$ cat src/rtl/mips_dbg_pkg.sv
// Shared types for the mini-MIPS retire-trace buffer.
// Each record is packed as {pc, instr, wdata}, with pc in the most significant bits.
package mips_dbg_pkg;

    localparam int unsigned DFLT_PC_W    = 5;
    localparam int unsigned DFLT_INSTR_W = 16;
    localparam int unsigned DFLT_DATA_W  = 32;
    localparam int unsigned ENTRY_W      = DFLT_PC_W + DFLT_INSTR_W + DFLT_DATA_W;

    typedef enum logic [1:0] {
        IDLE  = 2'd0,
        ARMED = 2'd1,
        POST  = 2'd2,
        DRAIN = 2'd3
    } state_t;

    // One record at the default widths; the field order is the packing order.
    typedef struct packed {
        logic [DFLT_PC_W-1:0]    pc;
        logic [DFLT_INSTR_W-1:0] instr;
        logic [DFLT_DATA_W-1:0]  wdata;
    } trace_entry_t;

endpackage

$ cat src/rtl/mips_trace_buffer_if.sv
// Capture tap and drain stream of the trace buffer.
// The slave modport is the buffer side; master is the core tap plus the drain consumer.
interface mips_trace_buffer_if
    import mips_dbg_pkg::*;
#(
    parameter int unsigned PC_W    = DFLT_PC_W,
    parameter int unsigned INSTR_W = DFLT_INSTR_W,
    parameter int unsigned DATA_W  = DFLT_DATA_W
);
    logic               cap_valid;
    logic [PC_W-1:0]    cap_pc;
    logic [INSTR_W-1:0] cap_instr;
    logic [DATA_W-1:0]  cap_wdata;

    logic               rd_ready;
    logic               rd_valid;
    logic [PC_W-1:0]    rd_pc;
    logic [INSTR_W-1:0] rd_instr;
    logic [DATA_W-1:0]  rd_wdata;
    logic               rd_last;

    modport master (
        output cap_valid, cap_pc, cap_instr, cap_wdata, rd_ready,
        input  rd_valid, rd_pc, rd_instr, rd_wdata, rd_last
    );

    modport slave (
        input  cap_valid, cap_pc, cap_instr, cap_wdata, rd_ready,
        output rd_valid, rd_pc, rd_instr, rd_wdata, rd_last
    );
endinterface

$ cat src/rtl/trace_ram.sv
// Record storage: one synchronous write port and one asynchronous read port.
// The storage array has no reset.
module trace_ram #(
    parameter int unsigned DEPTH = 16,
    parameter int unsigned WIDTH = 53,
    localparam int unsigned AW   = $clog2(DEPTH)
) (
    input  logic             clk,
    input  logic             we,
    input  logic [AW-1:0]    waddr,
    input  logic [WIDTH-1:0] wdata,
    input  logic [AW-1:0]    raddr,
    output logic [WIDTH-1:0] rdata
);
    logic [WIDTH-1:0] mem [DEPTH];

    always_ff @(posedge clk) begin
        if (we) begin
            mem[waddr] <= wdata;
        end
    end

    assign rdata = mem[raddr];

endmodule

$ cat src/rtl/mips_trace_buffer.sv
// Retire-trace capture buffer for the mini-MIPS core.
// Records into a ring, freezes on a pc trigger or on stop, then drains oldest-first.
module mips_trace_buffer
    import mips_dbg_pkg::*;
#(
    parameter int unsigned PC_W      = DFLT_PC_W,
    parameter int unsigned INSTR_W   = DFLT_INSTR_W,
    parameter int unsigned DATA_W    = DFLT_DATA_W,
    parameter int unsigned DEPTH     = 16,
    parameter int unsigned POST_TRIG = 8,
    localparam int unsigned AW       = $clog2(DEPTH),
    localparam int unsigned CW       = AW + 1
) (
    input  logic            clk,
    input  logic            rst_n,
    mips_trace_buffer_if.slave bus,
    input  logic            arm,
    input  logic            trig_en,
    input  logic [PC_W-1:0] trig_pc,
    input  logic            stop,
    output logic [1:0]      state,
    output logic [CW-1:0]   count,
    output logic            overflow
);
    localparam int unsigned ENT_W = PC_W + INSTR_W + DATA_W;

    state_t             state_q, state_d;
    logic [AW-1:0]      wr_ptr_q, wr_ptr_d;
    logic [AW-1:0]      rd_ptr_q, rd_ptr_d;
    logic [AW-1:0]      post_q, post_d;
    logic [CW-1:0]      count_q, count_d;
    logic [CW-1:0]      rem_q, rem_d;
    logic               ovf_q, ovf_d;
    logic               rd_valid_q, rd_valid_d;
    logic               rd_last_q, rd_last_d;
    logic [ENT_W-1:0]   rd_ent_q, rd_ent_d;

    logic               we_c;
    logic               drain_go_c;
    logic [ENT_W-1:0]   ram_rdata_c;

    trace_ram #(
        .DEPTH (DEPTH),
        .WIDTH (ENT_W)
    ) u_ram (
        .clk   (clk),
        .we    (we_c),
        .waddr (wr_ptr_q),
        .wdata ({bus.cap_pc, bus.cap_instr, bus.cap_wdata}),
        .raddr (rd_ptr_q),
        .rdata (ram_rdata_c)
    );

    // Next-state and datapath; stop outranks a same-cycle record.
    always_comb begin
        state_d    = state_q;
        wr_ptr_d   = wr_ptr_q;
        rd_ptr_d   = rd_ptr_q;
        post_d     = post_q;
        count_d    = count_q;
        rem_d      = rem_q;
        ovf_d      = ovf_q;
        rd_valid_d = rd_valid_q;
        rd_last_d  = rd_last_q;
        rd_ent_d   = rd_ent_q;
        we_c       = 1'b0;
        drain_go_c = 1'b0;

        unique case (state_q)
            IDLE: begin
                if (arm) begin
                    wr_ptr_d = '0;
                    count_d  = '0;
                    ovf_d    = 1'b0;
                    state_d  = ARMED;
                end
            end
            ARMED, POST: begin
                if (stop) begin
                    if (count_q != '0) begin
                        state_d    = DRAIN;
                        drain_go_c = 1'b1;
                    end else begin
                        state_d = IDLE;
                    end
                end else if (bus.cap_valid) begin
                    we_c     = 1'b1;
                    wr_ptr_d = wr_ptr_q + AW'(1);
                    if (count_q == CW'(DEPTH)) begin
                        ovf_d = 1'b1;
                    end else begin
                        count_d = count_q + CW'(1);
                    end
                    if (state_q == ARMED) begin
                        if (trig_en && (bus.cap_pc == trig_pc)) begin
                            if (POST_TRIG == 0) begin
                                state_d    = DRAIN;
                                drain_go_c = 1'b1;
                            end else begin
                                state_d = POST;
                                post_d  = AW'(POST_TRIG);
                            end
                        end
                    end else begin
                        post_d = post_q - AW'(1);
                        if (post_q == AW'(1)) begin
                            state_d    = DRAIN;
                            drain_go_c = 1'b1;
                        end
                    end
                end
            end
            DRAIN: begin
                // rem_q counts records not yet accepted, including the one on display.
                if (!rd_valid_q) begin
                    rd_ent_d   = ram_rdata_c;
                    rd_valid_d = 1'b1;
                    rd_last_d  = (rem_q == CW'(1));
                    rd_ptr_d   = rd_ptr_q + AW'(1);
                end else if (bus.rd_ready) begin
                    if (rd_last_q) begin
                        rd_valid_d = 1'b0;
                        rd_last_d  = 1'b0;
                        count_d    = '0;
                        state_d    = IDLE;
                    end else begin
                        rd_ent_d  = ram_rdata_c;
                        rd_ptr_d  = rd_ptr_q + AW'(1);
                        rem_d     = rem_q - CW'(1);
                        rd_last_d = (rem_q == CW'(2));
                    end
                end
            end
        endcase

        // Oldest record sits count slots behind the write pointer.
        if (drain_go_c) begin
            rd_ptr_d = wr_ptr_d - AW'(count_d);
            rem_d    = count_d;
        end
    end

    always_ff @(posedge clk or negedge rst_n) begin
        if (!rst_n) begin
            state_q    <= IDLE;
            wr_ptr_q   <= '0;
            rd_ptr_q   <= '0;
            post_q     <= '0;
            count_q    <= '0;
            rem_q      <= '0;
            ovf_q      <= 1'b0;
            rd_valid_q <= 1'b0;
            rd_last_q  <= 1'b0;
            rd_ent_q   <= '0;
        end else begin
            state_q    <= state_d;
            wr_ptr_q   <= wr_ptr_d;
            rd_ptr_q   <= rd_ptr_d;
            post_q     <= post_d;
            count_q    <= count_d;
            rem_q      <= rem_d;
            ovf_q      <= ovf_d;
            rd_valid_q <= rd_valid_d;
            rd_last_q  <= rd_last_d;
            rd_ent_q   <= rd_ent_d;
        end
    end

    assign state        = state_q;
    assign count        = count_q;
    assign overflow     = ovf_q;
    assign bus.rd_valid = rd_valid_q;
    assign bus.rd_last  = rd_last_q;
    assign bus.rd_pc    = rd_ent_q[ENT_W-1 -: PC_W];
    assign bus.rd_instr = rd_ent_q[DATA_W +: INSTR_W];
    assign bus.rd_wdata = rd_ent_q[DATA_W-1:0];

endmodule

$ cat src/flat_wrapper.sv
// flat-port wrapper written by rule: the top's interface ports become plain ports
module mips_trace_buffer_flat import mips_dbg_pkg::*;
#(
    parameter int unsigned PC_W      = DFLT_PC_W,
    parameter int unsigned INSTR_W   = DFLT_INSTR_W,
    parameter int unsigned DATA_W    = DFLT_DATA_W,
    parameter int unsigned DEPTH     = 16,
    parameter int unsigned POST_TRIG = 8,
    localparam int unsigned AW       = $clog2(DEPTH),
    localparam int unsigned CW       = AW + 1
)
  (clk, rst_n, arm, trig_en, trig_pc, stop, state, count, overflow, bus_cap_valid, bus_cap_pc, bus_cap_instr, bus_cap_wdata, bus_rd_ready, bus_rd_valid, bus_rd_pc, bus_rd_instr, bus_rd_wdata, bus_rd_last);
  mips_trace_buffer_if #(.PC_W(PC_W), .INSTR_W(INSTR_W), .DATA_W(DATA_W)) bus_i ();
  input  logic clk;
  input  logic rst_n;
  input  logic arm;
  input  logic trig_en;
  input  logic [PC_W-1:0] trig_pc;
  input  logic stop;
  output logic [1:0] state;
  output logic [CW-1:0] count;
  output logic overflow;
  input wire logic [$bits(bus_i.cap_valid)-1:0] bus_cap_valid;
  input wire logic [$bits(bus_i.cap_pc)-1:0] bus_cap_pc;
  input wire logic [$bits(bus_i.cap_instr)-1:0] bus_cap_instr;
  input wire logic [$bits(bus_i.cap_wdata)-1:0] bus_cap_wdata;
  input wire logic [$bits(bus_i.rd_ready)-1:0] bus_rd_ready;
  output wire logic [$bits(bus_i.rd_valid)-1:0] bus_rd_valid;
  output wire logic [$bits(bus_i.rd_pc)-1:0] bus_rd_pc;
  output wire logic [$bits(bus_i.rd_instr)-1:0] bus_rd_instr;
  output wire logic [$bits(bus_i.rd_wdata)-1:0] bus_rd_wdata;
  output wire logic [$bits(bus_i.rd_last)-1:0] bus_rd_last;
  assign bus_i.cap_valid = bus_cap_valid;
  assign bus_i.cap_pc = bus_cap_pc;
  assign bus_i.cap_instr = bus_cap_instr;
  assign bus_i.cap_wdata = bus_cap_wdata;
  assign bus_i.rd_ready = bus_rd_ready;
  assign bus_rd_valid = bus_i.rd_valid;
  assign bus_rd_pc = bus_i.rd_pc;
  assign bus_rd_instr = bus_i.rd_instr;
  assign bus_rd_wdata = bus_i.rd_wdata;
  assign bus_rd_last = bus_i.rd_last;
  mips_trace_buffer #(.PC_W(PC_W), .INSTR_W(INSTR_W), .DATA_W(DATA_W), .DEPTH(DEPTH), .POST_TRIG(POST_TRIG)) u_core (.clk(clk), .rst_n(rst_n), .bus(bus_i), .arm(arm), .trig_en(trig_en), .trig_pc(trig_pc), .stop(stop), .state(state), .count(count), .overflow(overflow));
endmodule
$ cat config.mk
export PLATFORM = sky130hd
export DESIGN_NAME = mips_trace_buffer_flat
export DESIGN_NICKNAME = d
export VERILOG_FILES = /design/src/rtl/mips_dbg_pkg.sv /design/src/rtl/mips_trace_buffer_if.sv /design/src/rtl/trace_ram.sv /design/src/rtl/mips_trace_buffer.sv /design/src/flat_wrapper.sv
export SDC_FILE = /design/constraint.sdc
export NUM_CORES = 1
export LEC_CHECK = 0
export BUFFER_PORTS_ARGS = -buffer_cell sky130_fd_sc_hd__buf_2
export CORE_ASPECT_RATIO = 1.1
export CORE_MARGIN = 5
export CORE_UTILIZATION = 61
export CTS_CLUSTER_DIAMETER = 120
export DETAILED_ROUTE_END_ITERATION = 8
export HOLD_SLACK_MARGIN = 0.03
export MAX_ROUTING_LAYER = met4
export PLACE_DENSITY = 0.76
export SLEW_MARGIN = 0
export SYNTH_ARGS = -nofsm -noshare
export SYNTH_HDL_FRONTEND = slang
export SYNTH_SLANG_ARGS = --single-unit
$ cat constraint.sdc
create_clock -name clk -period 4.32 [get_ports clk]
set_input_delay 0.864 -clock clk [delete_from_list [all_inputs] [get_ports clk]]
set_output_delay 0.864 -clock clk [all_outputs]
set_load 0.1 [all_outputs]
# Yosys cells after proc, flatten, opt, wreduce, memory -nomap -nowiden
# Memory sizes are Yosys's and may differ from the RTL's.
# Cells that the tools add are included.
[classes]
n_reduce_logical = 15
bitwise = 1
n_mux = 60
add_sub_neg = 6
n_eq_ne = 24
[ops]
columns = ["op", "n"]
rows = [
  ["53-bit two-way mux", 3],
  ["5-bit two-way mux", 12],
  ["4-bit two-way mux", 10],
  ["1-bit two-way mux", 21],
  ["2-bit two-way mux", 10],
  ["2-bit inequality test (second input constant)", 8],
  ["5-bit case mux with 3 select lines", 1],
  ["3-bit inequality test (second input constant)", 3],
  ["4-bit by 1-bit adder with 4-bit output (second input constant)", 2],
  ["4-bit case mux with 2 select lines", 1],
  ["4-bit AND reduction", 2],
  ["2-bit nonzero test", 4],
  ["7-bit AND reduction", 1],
  ["2-bit by 1-bit inequality test with 1-bit output (second input constant)", 3],
  ["2-bit case mux with 3 select lines", 1],
  ["3-bit AND reduction", 2],
  ["5-bit by 1-bit adder with 5-bit output (second input constant)", 1],
  ["5-bit by 1-bit == test with 1-bit output (second input constant)", 1],
  ["5-bit by 2-bit == test with 1-bit output (second input constant)", 1],
  ["5-bit == test", 1],
  ["5-bit == test (second input constant)", 1],
  ["5-bit AND reduction", 1],
  ["5-bit nonzero test", 1],
  ["5-bit by 1-bit subtractor with 5-bit output (second input constant)", 1],
  ["13 further kinds", 14],
]
[word_totals]
out_inout_bits = 63
in_bits = 65
elab_cells = 117
regBits = 80
ram_bits = 848
mem_count = 1
[mem_list]
columns = ["memory", "words", "width", "rd", "rd_ports_with_merged_regs", "write_ports", "line_no", "source"]
rows = [
  ["u_core.u_ram.mem", 16, 53, 1, 0, 1, "trace_ram.sv:15", "logic [WIDTH-1:0] mem [DEPTH];"],
]

# Longest topological paths before layout
# Gate-level depths: netlist (run 1).
[depth]
ltp_word = 8
ltp_mapped = 14
mapped_depth_nobuf = 14

# Cells and area by module
# A second synthesis (run 1) with hierarchy kept.
[hier_totals]
cells_unflattened = 1627
area_unflattened_um2 = 35517.8
[modules_own_cells]
columns = ["module", "n_inst", "area_per_inst_um2", "cells_per_inst", "seq_area_each_um2"]
rows = [
  ["trace_ram", 1, 31746.7, 1317, 25464.4],
  ["mips_trace_buffer", 1, 3771.1, 310, 2001.9],
]

# Worst setup path before layout (run 1)
# Ideal clock, no wire load.
[synth_timing]
path_kind = "reg-to-reg"
from = "register u_core.state_q[1] (netlist: u_core.state[1])"
to = "memory u_core.u_ram.mem[10][0] (enable)"
setup_slack_ns = 0.471
path_stages_with_launch = 8
setup_ns = 0.416
period_less_slack_ns = 3.849
n_path_buf = 1
t_required_ns = 3.904
arrival_ns = 3.433
cell_sequence = "dfrtp_1 > inv_1 > ha_1 > inv_1 > or2_0 > clkbuf_1 > nor3b_1 > and2_1"
[synth_via]
elab_chain_cells = 5
elab_cells_between_ends = 6
cone_classes = "eq/ne: 2; mux: 3; reduce/logical: 1"
[synth_rtl]
columns = ["element", "line_no", "source"]
rows = [
  ["start, declared", "mips_trace_buffer.sv:27", "state_t state_q, state_d;"],
  ["start signal, assigned", "mips_trace_buffer.sv:156", "state_q <= state_d;"],
  ["2-bit == test or 2-bit by 1-bit == test with 1-bit output (tied branches)", "mips_trace_buffer.sv:69", "unique case (state_q)"],
  ["2-bit OR reduction *", "mips_trace_buffer.sv:69", ""],
  ["1-bit two-way mux *", "mips_trace_buffer.sv:69", ""],
  ["1-bit two-way mux *", "trace_ram.sv:18", "if (we) begin"],
  ["1-bit two-way mux (not written as such) *", "trace_ram.sv:19", "mem[waddr] <= wdata;"],
  ["end, declared", "trace_ram.sv:15", ""],
]
# Mark *: on every way between the ends. The rest lies on a longest branch, timed or not.

# Final worst setup path (run 1)
[layout_timing]
from = "register u_core.state_q[0] (netlist: u_core.state[0])"
to = "memory u_core.u_ram.mem[8][37] (enable)"
# Same word-level chain as after synthesis.

==> results_dict.tcl, run 1 <==
set metrics [dict create \
    root_buffer "clkbuf_16" \
    ys_seq_area_frac 0.7608 \
    coreArea_um2 58650 \
    synth_area_um2 36100 \
    finalWeightedCongestion 0.7985 \
    cts_setup_buffers 0 \
    cts_sinks 928 \
    crit_path_cell_trace "inv_1 -> ha_1 -> inv_1 -> or2_0 -> nor3b_1 -> and2_4 -> buf_4" \
    final_layout_size_suffix_gt1_frac 0.3420 \
    multi_input_area_um2 8084 \
    drv_cap 0 \
    ios 128 \
    grt_overflow 0 \
    max_freq_ghz 0.2913 \
    regArea_um2 27480 \
    area_growth_pct 12.87 \
    ir_drop_mv 0.4372 \
    dominantRegCellSynth "edfxtp_1" \
    die_w_um 242.0 \
    syn-num-nets 1597 \
    worst_pin_slew_ps 1071 \
    start_util 0.6156 \
    numCtsBuffers 87 \
    cpMostUsedCell "inv_1" \
    nNetsFinal 1778 \
    cts.htree.levels 3 \
    syn_inst 1513 \
    status "finished, final reports clean" \
    io_buffers 127 \
    use_met2 0.4055 \
    met3_usage 0.03738 \
    postCtsHoldBufs 0 \
    top_usage_layer "met2" \
    postRouteAntennaNets 0 \
    vias 16450 \
    required_ps 4650 \
    cp_max_fo 35 \
    synth-edff-count 848 \
    arrival_ps 3760 \
    firstDrtPassIters 5 \
    yosys_register_bits 928 \
    cpPeakStageDelay_ps 640 \
    cts_tree "built" \
    grtUsageMet1 0.3406 \
    power_density_nw_per_um2 659.6 \
    cts-root-to-sink-buffers 3 \
    rows 93 \
    tns_ps 0 \
    final_cells 2529 \
    p_leak_uw 0.01358 \
    yosys_warnings 0 \
    wirelength_um 75720 \
    hold_violations 0 \
    grt_max_degree 61 \
    post-route-drc-count 0 \
    die_y_um 265.2 \
    setup_violations 0 \
    worst-setup-path-type "reg2reg" \
    fin_crit_ps 3433 \
    cts_resized 0 \
    syn_area_per_cell_um2 23.86 \
    grt_setup_unrepaired "false" \
    grt_pass1_wl_um 114700 \
    clock_skew_ps 23.44 \
    cp_slowest_cell "and2_4" \
    ys_types 51 \
    wl_per_cell_um 29.94 \
    drv_slew 0 \
    clk_pin_slew_ps 60 \
    track_usage 0.2476 \
    cp-start-kind "register" \
    nFillCells 3373 \
    dp.final_hpwl_um 39920 \
    drt-initial-drc-count 1953 \
    antenna_found_initial 3 \
    grt_pass1_vias 17490 \
    hold_path.class "in2async" \
    synthArstFlopShare 0.08621 \
    utilization 0.6949 \
    clock_latency_ps 640 \
    min_period_over_period 0.7946 \
    dp.cells 2365 \
    dieArea_um2 64160 \
    worstSetupEndpointType "register" \
    vias_per_cell 6.504 \
    max-slew-margin-rel 0.2832 \
]
==> metrics by stage <==
stage | hold slack (ps) | setup slack, ps | power [uW] | instance area (um^2)
after global routing | 396.8 | 752.7 | 27900 | 40750
final | 344.1 | 887.1 | 26880 | 40750
after floorplan | 462.3 | 470.6 | 17520 | 36100
after global placement | 481.3 | 905.1 | 19060 | 37780
after detailed placement | 489.8 | 787.0 | 19180 | 37780
after CTS | 345.5 | 904.4 | 27100 | 40740
==> layout make-up <==
type	count	share of cell area
clock inverters	51	0.01415
repair buffers	165	0.02911
diodes	3	0.0001842
inverters	21	0.001934
clock buffers	110	0.05858
flip-flops and latches	928	0.6743
multi-input cells	491	0.1984
well taps	760	0.02334
==> final timing paths <==
kind	startpoint	to	slack, ps	cells after the start
min in group clk	u_core.rd_ent_q[29]	u_core.rd_ent_q[29]	500	1
max in group asynchronous	rst_n	u_core.rd_ent_q[4]	2990	2
worst max register to register	u_core.state[0]	u_core.u_ram.mem[8][37]	890	7
worst min register to register	u_core.rd_ent_q[29]	u_core.rd_ent_q[29]	500	1
worst min-delay path	rst_n	u_core.rem_q[4]	340	1
worst max-delay path	u_core.state[0]	u_core.u_ram.mem[8][37]	890	7
==> sequential cells by signal, indices dropped and copies added (netlist names) <==
signal               cells
u_core.u_ram.mem       848
u_core.post_q            4
u_core.overflow          1
u_core.wr_ptr_q          4
u_core.state             2
u_core.bus.rd_valid      1
u_core.bus.rd_last       1
u_core.rem_q             5
u_core.count             5
u_core.rd_ptr_q          4
u_core.rd_ent_q         53
==> placed cells by master (no fill, tap or decap), drive strengths merged, types with 4 or more instances in the layout <==
master,synthesis,routed
nor4,4,4
xor2,11,11
a21oi,10,10
mux2,58,58
bufinv,0,12
nor2b,5,5
xnor2,4,4
buf,32,165
clkinvlp,0,4
nor2,17,17
ha,18,18
dfrtp,80,80
clkinv,0,31
inv,21,25
o21ai,15,15
and2,16,16
nor3,6,6
nand2,17,17
edfxtp,848,848
mux4,265,265
clkbuf,41,110
nand3,6,6
==> where the power goes <==
| part | total (uW) | switching (uW) | internal, uW |
|---|---|---|---|
| Combinational | 8070 | 4740 | 3340 |
| Clock | 7900 | 3250 | 4640 |
| Sequential | 10900 | 571 | 10300 |
| Total | 26900 | 8560 | 18300 |
==> cells in the mapped netlist, drive strengths merged (2+ instances only) <==
cell type | count | area share
a211oi | 2 | 0.00042
a21oi | 10 | 0.0014
a22o | 2 | 0.00049
a22oi | 2 | 0.00042
a32oi | 2 | 0.00049
and2 | 16 | 0.0028
and3 | 2 | 0.00035
and4 | 2 | 0.00049
buf | 32 | 0.010
clkbuf | 41 | 0.0043
dfrtp | 80 | 0.055
edfxtp | 848 | 0.71
ha | 18 | 0.0062
inv | 21 | 0.0022
mux2 | 58 | 0.021
mux2i | 3 | 0.00083
mux4 | 265 | 0.17
nand2 | 17 | 0.0018
nand2b | 2 | 0.00035
nand3 | 6 | 0.00083
nand4 | 3 | 0.00052
nor2 | 17 | 0.0018
nor2b | 5 | 0.00087
nor3 | 6 | 0.00083
nor4 | 4 | 0.00069
o21ai | 15 | 0.0021
o31ai | 2 | 0.00042
or2 | 2 | 0.00035
xnor2 | 4 | 0.00097
xor2 | 11 | 0.0027
==> critical path: cells and delay by family (launching register included) <==
kind | cells | cell delay [ps]
adder cells (fa/ha/maj) | 1 | 490
flip-flops | 1 | 400
AND/OR/NAND/NOR | 3 | 1670
buffers and inverters | 3 | 500
==> kinds of logic after synthesis <==
kind of cell	after synthesis	share of synthesized area
buffers and inverters	94	0.01664
AO/OA/AOI/OAI	43	0.007555
multiplexers	326	0.1917
flip-flops	928	0.7608
XOR/XNOR	15	0.003639
adder cells (fa/ha/maj)	19	0.006793
AND/OR/NAND/NOR	88	0.01289
==> metal layers <==
| metal | vias up | wire, um |
|---|---|---|
| met5 | - | 0 |
| met4 | 0 | 1417 |
| met3 | 105 | 5214 |
| met2 | 756 | 39320 |
| met1 | 8792 | 29770 |
| li1 | 6795 | - |
Note: power is estimated with default switching activity, not from simulation.
==> run 2: changes to the inputs <==
- ABC_AREA: unset -> 1
- CORE_UTILIZATION: 61 -> 62
- PLACE_DENSITY: 0.76 -> 0.77
- clock period: 4.32 -> 3.6 ns (I/O delays scaled with it)
==> run 2 against run 1 <==
Against the previous run:
- hold slack lost 76 ps
- first-iteration DRC count grew 18%
- count of clock-buffer cells in the layout shrank 10
- setup slack lost 320 ps
- sequential cell count is the same
- core utilization grew 0.11 points
- synthesized area grew 2.6%
- die area grew 0.91%
- clock power grew 20%
- register-to-register slack lost 320 ps
- global-route usage grew 2.4 points
- power grew 21%
- critical endpoint is now u_core.u_ram.mem[14][13]
- largest power group unchanged
==> results_dict.tcl, run 2 <==
set metrics [dict create \
    status "finished, final reports clean" \
    grt_pass1_vias 22980 \
    seq_power_share 0.396 \
    drv_cap 0 \
    dieArea_um2 64740 \
    clk_pin_slew_ps 60 \
    syn_inst 2847 \
    arrival_ps 3350 \
    cts-root-to-sink-buffers 3 \
    grt_pass1_wl_um 132600 \
    finalWeightedCongestion 0.8532 \
    yosysTopAreaCell "edfxtp_1" \
    clock_skew_ps 18.08 \
    power_frac_comb 0.311 \
    setup_violations 0 \
    vias_per_cell 6.084 \
    netlist_top_cells_area "edfxtp_1 (69%), nand2_1 (6.2%), dfrtp_1 (5.4%), a21oi_1 (3.0%), mux2i_1 (2.9%)" \
    root_buffer "clkbuf_16" \
    min_period_over_period 0.8433 \
    layout_commonest_cell "edfxtp_1" \
    cp_slowest_cell "nor2_4" \
    cts_tree "built" \
    dominantRegCellSynth "edfxtp_1" \
    postRouteAntennaNets 0 \
    area_growth_pct 11.82 \
    cts_setup_buffers 0 \
    synthArstFlopShare 0.08621 \
    yosysTopAreaCellShare 0.6874 \
    firstDrtPassIters 5 \
    start_util 0.6224 \
    clock_latency_ps 640 \
    dp.final_hpwl_um 48540 \
    ios 128 \
    yosysMostFrequentCell "edfxtp_1" \
    required_ps 3910 \
    synthTopCellsByCount "edfxtp_1 (848), nand2_1 (612), a21oi_1 (221)" \
    io_buffers 127 \
    critPathTopFamily "simple AND/OR/NAND/NOR gates" \
    grt_overflow 0 \
    cts_resized 0 \
    worstSetupEndpointType "register" \
    utilization 0.6960 \
    cts_sinks 928 \
    top_regs "u_core.u_ram.mem (848), u_core.rd_ent_q (53)" \
    antenna_found_initial 3 \
    postCtsHoldBufs 0 \
    whs_ps 268.5 \
    power_density_nw_per_um2 782.0 \
    hold_path.class "in2async" \
    largest_reg_flops 848 \
    cpPeakStageDelay_ps 500 \
    ys_types 38 \
    wirelength_um 86620 \
    tns_ps 0 \
    grt_max_degree 196 \
    die_y_um 266.4 \
    nFillCells 3911 \
    dp.cells 3637 \
    switching_share 0.3707 \
    p_sw_uw 12010 \
    fin_crit_ps 3036 \
    numCtsBuffers 87 \
    crit_path_cell_trace "inv_1 -> ha_1 -> inv_1 -> nor2_2 -> buf_4 -> nand2_1 -> nor2_4 -> buf_12" \
    final_layout_size_suffix_gt1_frac 0.1147 \
    p_leak_uw 0.01501 \
    yosys_warnings 0 \
    nNetsFinal 3042 \
    ir_drop_mv 0.7012 \
    largest_register "u_core.u_ram.mem" \
    syn_area_per_cell_um2 13.01 \
    drv_slew 0 \
    cts.htree.levels 3 \
    worst_pin_slew_ps 1051 \
    hold_violations 0 \
    grt_setup_unrepaired "false" \
    cp-start-kind "register" \
    intPower_uw 20380 \
    synth_area_um2 37040 \
    cp_num_buf_inv 4 \
    final_cells 3802 \
    worst-setup-path-type "reg2reg" \
    track_usage 0.2717 \
    yosys_register_bits 928 \
    cpMostUsedCell "inv_1" \
    drt-initial-drc-count 2299 \
    wl_per_cell_um 22.78 \
    ys_seq_area_frac 0.7415 \
    max-slew-margin-rel 0.2991 \
    clock_power_share 0.292 \
    coreArea_um2 59510 \
    post-route-drc-count 0 \
    most-common-layout-cells "edfxtp_1 (848), nand2_1 (611), a21oi_1 (221), o21ai_0 (146), o21ai_1 (140)" \
    max_freq_ghz 0.3294 \
    vias 23130 \
    die_w_um 243.1 \
    synth-edff-count 848 \
    cp_max_fo 40 \
    syn-num-nets 2931 \
    rows 94 \
]
run 2: power groups by stage:
stage	clock network (uW)	registers, uW	logic, uW
after detailed placement	0	13100	9980
after global routing	10000	12900	10900
after floorplan	0	14900	5760
after CTS	9550	12800	10100
final	9470	12800	10100
after global placement	0	13000	9760
run 2: worst paths after layout:
kind,from,to,slack (ps),cells past startpoint
worst max-delay path,u_core.state[1],u_core.u_ram.mem[14][13],560,8
worst min-delay path,rst_n,u_core.rem_q[4],270,1
worst max register to register,u_core.state[1],u_core.u_ram.mem[14][13],560,8
worst min register to register,u_core.rd_ent_q[5],u_core.rd_ent_q[5],500,2
max in group asynchronous,rst_n,u_core.rd_ent_q[1],2460,2
min in group clk,arm,u_core.overflow,420,4
run 2: kinds of logic (layout without fill, tap and decap cells):
| group | after synthesis | in the layout | share of synthesized area |
|---|---|---|---|
| multiplexers | 107 | 107 | 0.02891 |
| XOR/XNOR | 9 | 9 | 0.002128 |
| flip-flops | 928 | 928 | 0.7415 |
| AO/OA/AOI/OAI | 625 | 625 | 0.09073 |
| adder cells (fa/ha/maj) | 19 | 19 | 0.006620 |
| other | 0 | 1 | 0 |
| buffers and inverters | 264 | 450 | 0.03452 |
| AND/OR/NAND/NOR | 895 | 895 | 0.09562 |
run 2: metrics by stage:
stage / area (um^2) / total power, uW / setup slack [ps]
global route: 41420 / 33840 / 285.1
finish: 41420 / 32390 / 564.2
floorplan: 37080 / 20630 / -274.9
CTS: 41420 / 32460 / 614.2
global placement: 38450 / 22780 / 675.1
detailed placement: 38450 / 23030 / 632.6
run 2: final cells by class:
type	count	area, um^2	area share
Multi-Input combinational cell	1655	8426	0.2034
Timing Repair Buffer	183	1196	0.02888
Tap cell	768	960.9	0.02320
Inverter	103	396.6	0.009576
Clock buffer	100	2247	0.05425
Clock inverter	64	715.7	0.01728
Antenna cell	1	2.502	0.00006042
Sequential cell	928	27480	0.6633
run 2: routing by layer:
| metal | GRT usage | wire (um) | vias to the layer above |
|---|---|---|---|
| met5 | - | 0 | - |
| met4 | 0.08696 | 2393 | 0 |
| met3 | 0.03722 | 6592 | 185 |
| met2 | 0.4519 | 43850 | 1036 |
| met1 | 0.3552 | 33790 | 11420 |
| li1 | - | - | 10490 |
run 2: worst reg2reg max path, cell delays in order (launching register included):
cell     delay (ps)
dfrtp_1         420
inv_1            80
ha_1            410
inv_1           150
nor2_2          320
buf_4           210
nand2_1         230
nor2_4          500
buf_12          350
==> run 3: changes to the inputs <==
- clock period: 3.6 -> 2.9 ns (I/O delays scaled with it)
==> run 3 against run 2 <==
Against the previous run:
- core utilization up 0.38 points
- register-to-register slack got worse by 340 ps
- maximum frequency rose by 13%
- critical endpoint is now u_core.rd_ptr_q[2]
- largest power group unchanged
==> results_dict.tcl, run 3 (synthesis gave the netlist of run 2 again) <==
set metrics [dict create \
    rr_endpoint "u_core.rd_ptr_q[2]" \
    drv_slew 0 \
    cp-start-kind "register" \
    status "finished, final reports clean" \
    power_density_nw_per_um2 958.6 \
    worstHoldStart "arm" \
    start_util 0.6224 \
    wirelength_um 89370 \
    hold_path.class "in2reg" \
    r2r-start "u_core.state[0]" \
    grt_pass1_vias 23750 \
    grt_overflow 0 \
    clk_pin_slew_ps 60 \
    reg2reg_slack_ps 220 \
    cts_tree "built" \
    required_ps 3370 \
    nNetsFinal 3052 \
    grt_setup_unrepaired "false" \
    final_layout_size_suffix_gt1_frac 0.1186 \
    setup_violations 0 \
    cts-root-to-sink-buffers 3 \
    largest_register "u_core.u_ram.mem" \
    fin_crit_ps 2680 \
    layout_commonest_cell "edfxtp_1" \
    max-slew-margin-rel 0.4098 \
    dieArea_um2 64740 \
    track_usage 0.2806 \
    io_buffers 127 \
    drv_cap 0 \
    top_regs "u_core.u_ram.mem (848), u_core.rd_ent_q (53)" \
    clock_skew_ps 30.64 \
    wl_per_cell_um 23.42 \
    vias_per_cell 6.169 \
    cts_sinks 928 \
    max_freq_ghz 0.3732 \
    ff2ff_path_depth 13 \
    ir_drop_mv 0.7569 \
    post-route-drc-count 0 \
    largest_reg_flops 848 \
    drt-initial-drc-count 2705 \
    worstSetupEndpointType "register" \
    worst-setup-path-type "reg2reg" \
    total_power_uw 39920 \
    numCtsBuffers 88 \
    worst_pin_slew_ps 885.3 \
    clock_latency_ps 650 \
    arrival_ps 3150 \
    cts.htree.levels 3 \
    cts_setup_buffers 0 \
    postRouteAntennaNets 0 \
    firstDrtPassIters 5 \
    antenna_found_initial 4 \
    grt_max_degree 108 \
    cp_max_fo 6 \
    root_buffer "clkbuf_16" \
    most-common-layout-cells "edfxtp_1 (848), nand2_1 (607), a21oi_1 (221), o21ai_0 (145), o21ai_1 (140)" \
    vias 23540 \
    coreArea_um2 59510 \
    die_y_um 266.4 \
    hold_violations 0 \
    rows 94 \
    tns_ps 0 \
    hold_end "u_core.overflow" \
    whs_path_depth 4 \
    ios 128 \
    die_w_um 243.1 \
    dp.final_hpwl_um 47570 \
    p_leak_uw 0.01505 \
    area_growth_pct 12.43 \
    min_period_over_period 0.9240 \
    finalWeightedCongestion 0.8010 \
    grt_pass1_wl_um 136100 \
]
run 3: worst max-delay path, stage by stage, from the launching register on:
cell and delay [ps]:
dfrtp_4 430, ha_1 320, inv_1 150, nand2_1 140
a21oi_1 70, or2_2 270, o21ai_0 100, inv_1 70
ha_2 180, fa_1 400, xor2_1 140, nand2_1 70
o211ai_1 80, o21ai_0 100
run 3: final cells by class:
| type | count | area [um^2] |
|---|---|---|
| Tap cell | 768 | 960.9 |
| Multi-Input combinational cell | 1655 | 8449 |
| Timing Repair Buffer | 192 | 1491 |
| Clock buffer | 134 | 2539 |
| Inverter | 103 | 396.6 |
| Sequential cell | 928 | 27490 |
| Antenna cell | 5 | 12.51 |
| Clock inverter | 31 | 311.5 |
| Fill cell | 3870 | 17860 |
run 3: layer usage:
layer / track usage / vias to the layer above / part of all wire
met2: 0.4650 / 1149 / 0.51
met1: 0.3545 / 11690 / 0.38
met4: 0.1092 / 0 / 0.033
li1: - / 10520 / -
met5: - / - / 0
met3: 0.04504 / 184 / 0.079
run 3: worst max path at each step:
stage,startpoint,end
after global placement,bus_cap_valid,u_core.rd_ptr_q[2]
after detailed placement,bus_cap_valid,u_core.rd_ptr_q[2]
after CTS,u_core.state[1],u_core.rd_ptr_q[2]
after floorplan,u_core.count[1],u_core.rd_ptr_q[2]
final,u_core.state[0],u_core.rd_ptr_q[2]
after global routing,u_core.state[0],u_core.rd_ptr_q[2]
run 3: power breakdown:
| part | switching, uW | internal [uW] |
|---|---|---|
| clock network | 4810 | 6440 |
| logic | 9440 | 3350 |
| registers | 562 | 15300 |
run 3: what timing repair did:
item | CTS | global route
setup endpoints to repair | 0 | 2
hold buffers | 1 | 0
gates resized for setup | 0 | 6
hold endpoints to repair | 30 | 0
run 3: per-stage QoR:
step	hold slack, ps	area [um^2]	setup WS (ps)	util	cells
after floorplan	284.4	37190	18.11	-	2847
after global placement	471.3	38770	158.1	0.6514	3645
after detailed placement	473.7	38770	160.4	0.6514	3645
after CTS	282.9	41630	178.1	0.6995	3811
after global routing	307.3	41640	1.600	0.6998	3815
final	302.2	41650	220.4	0.6998	3816
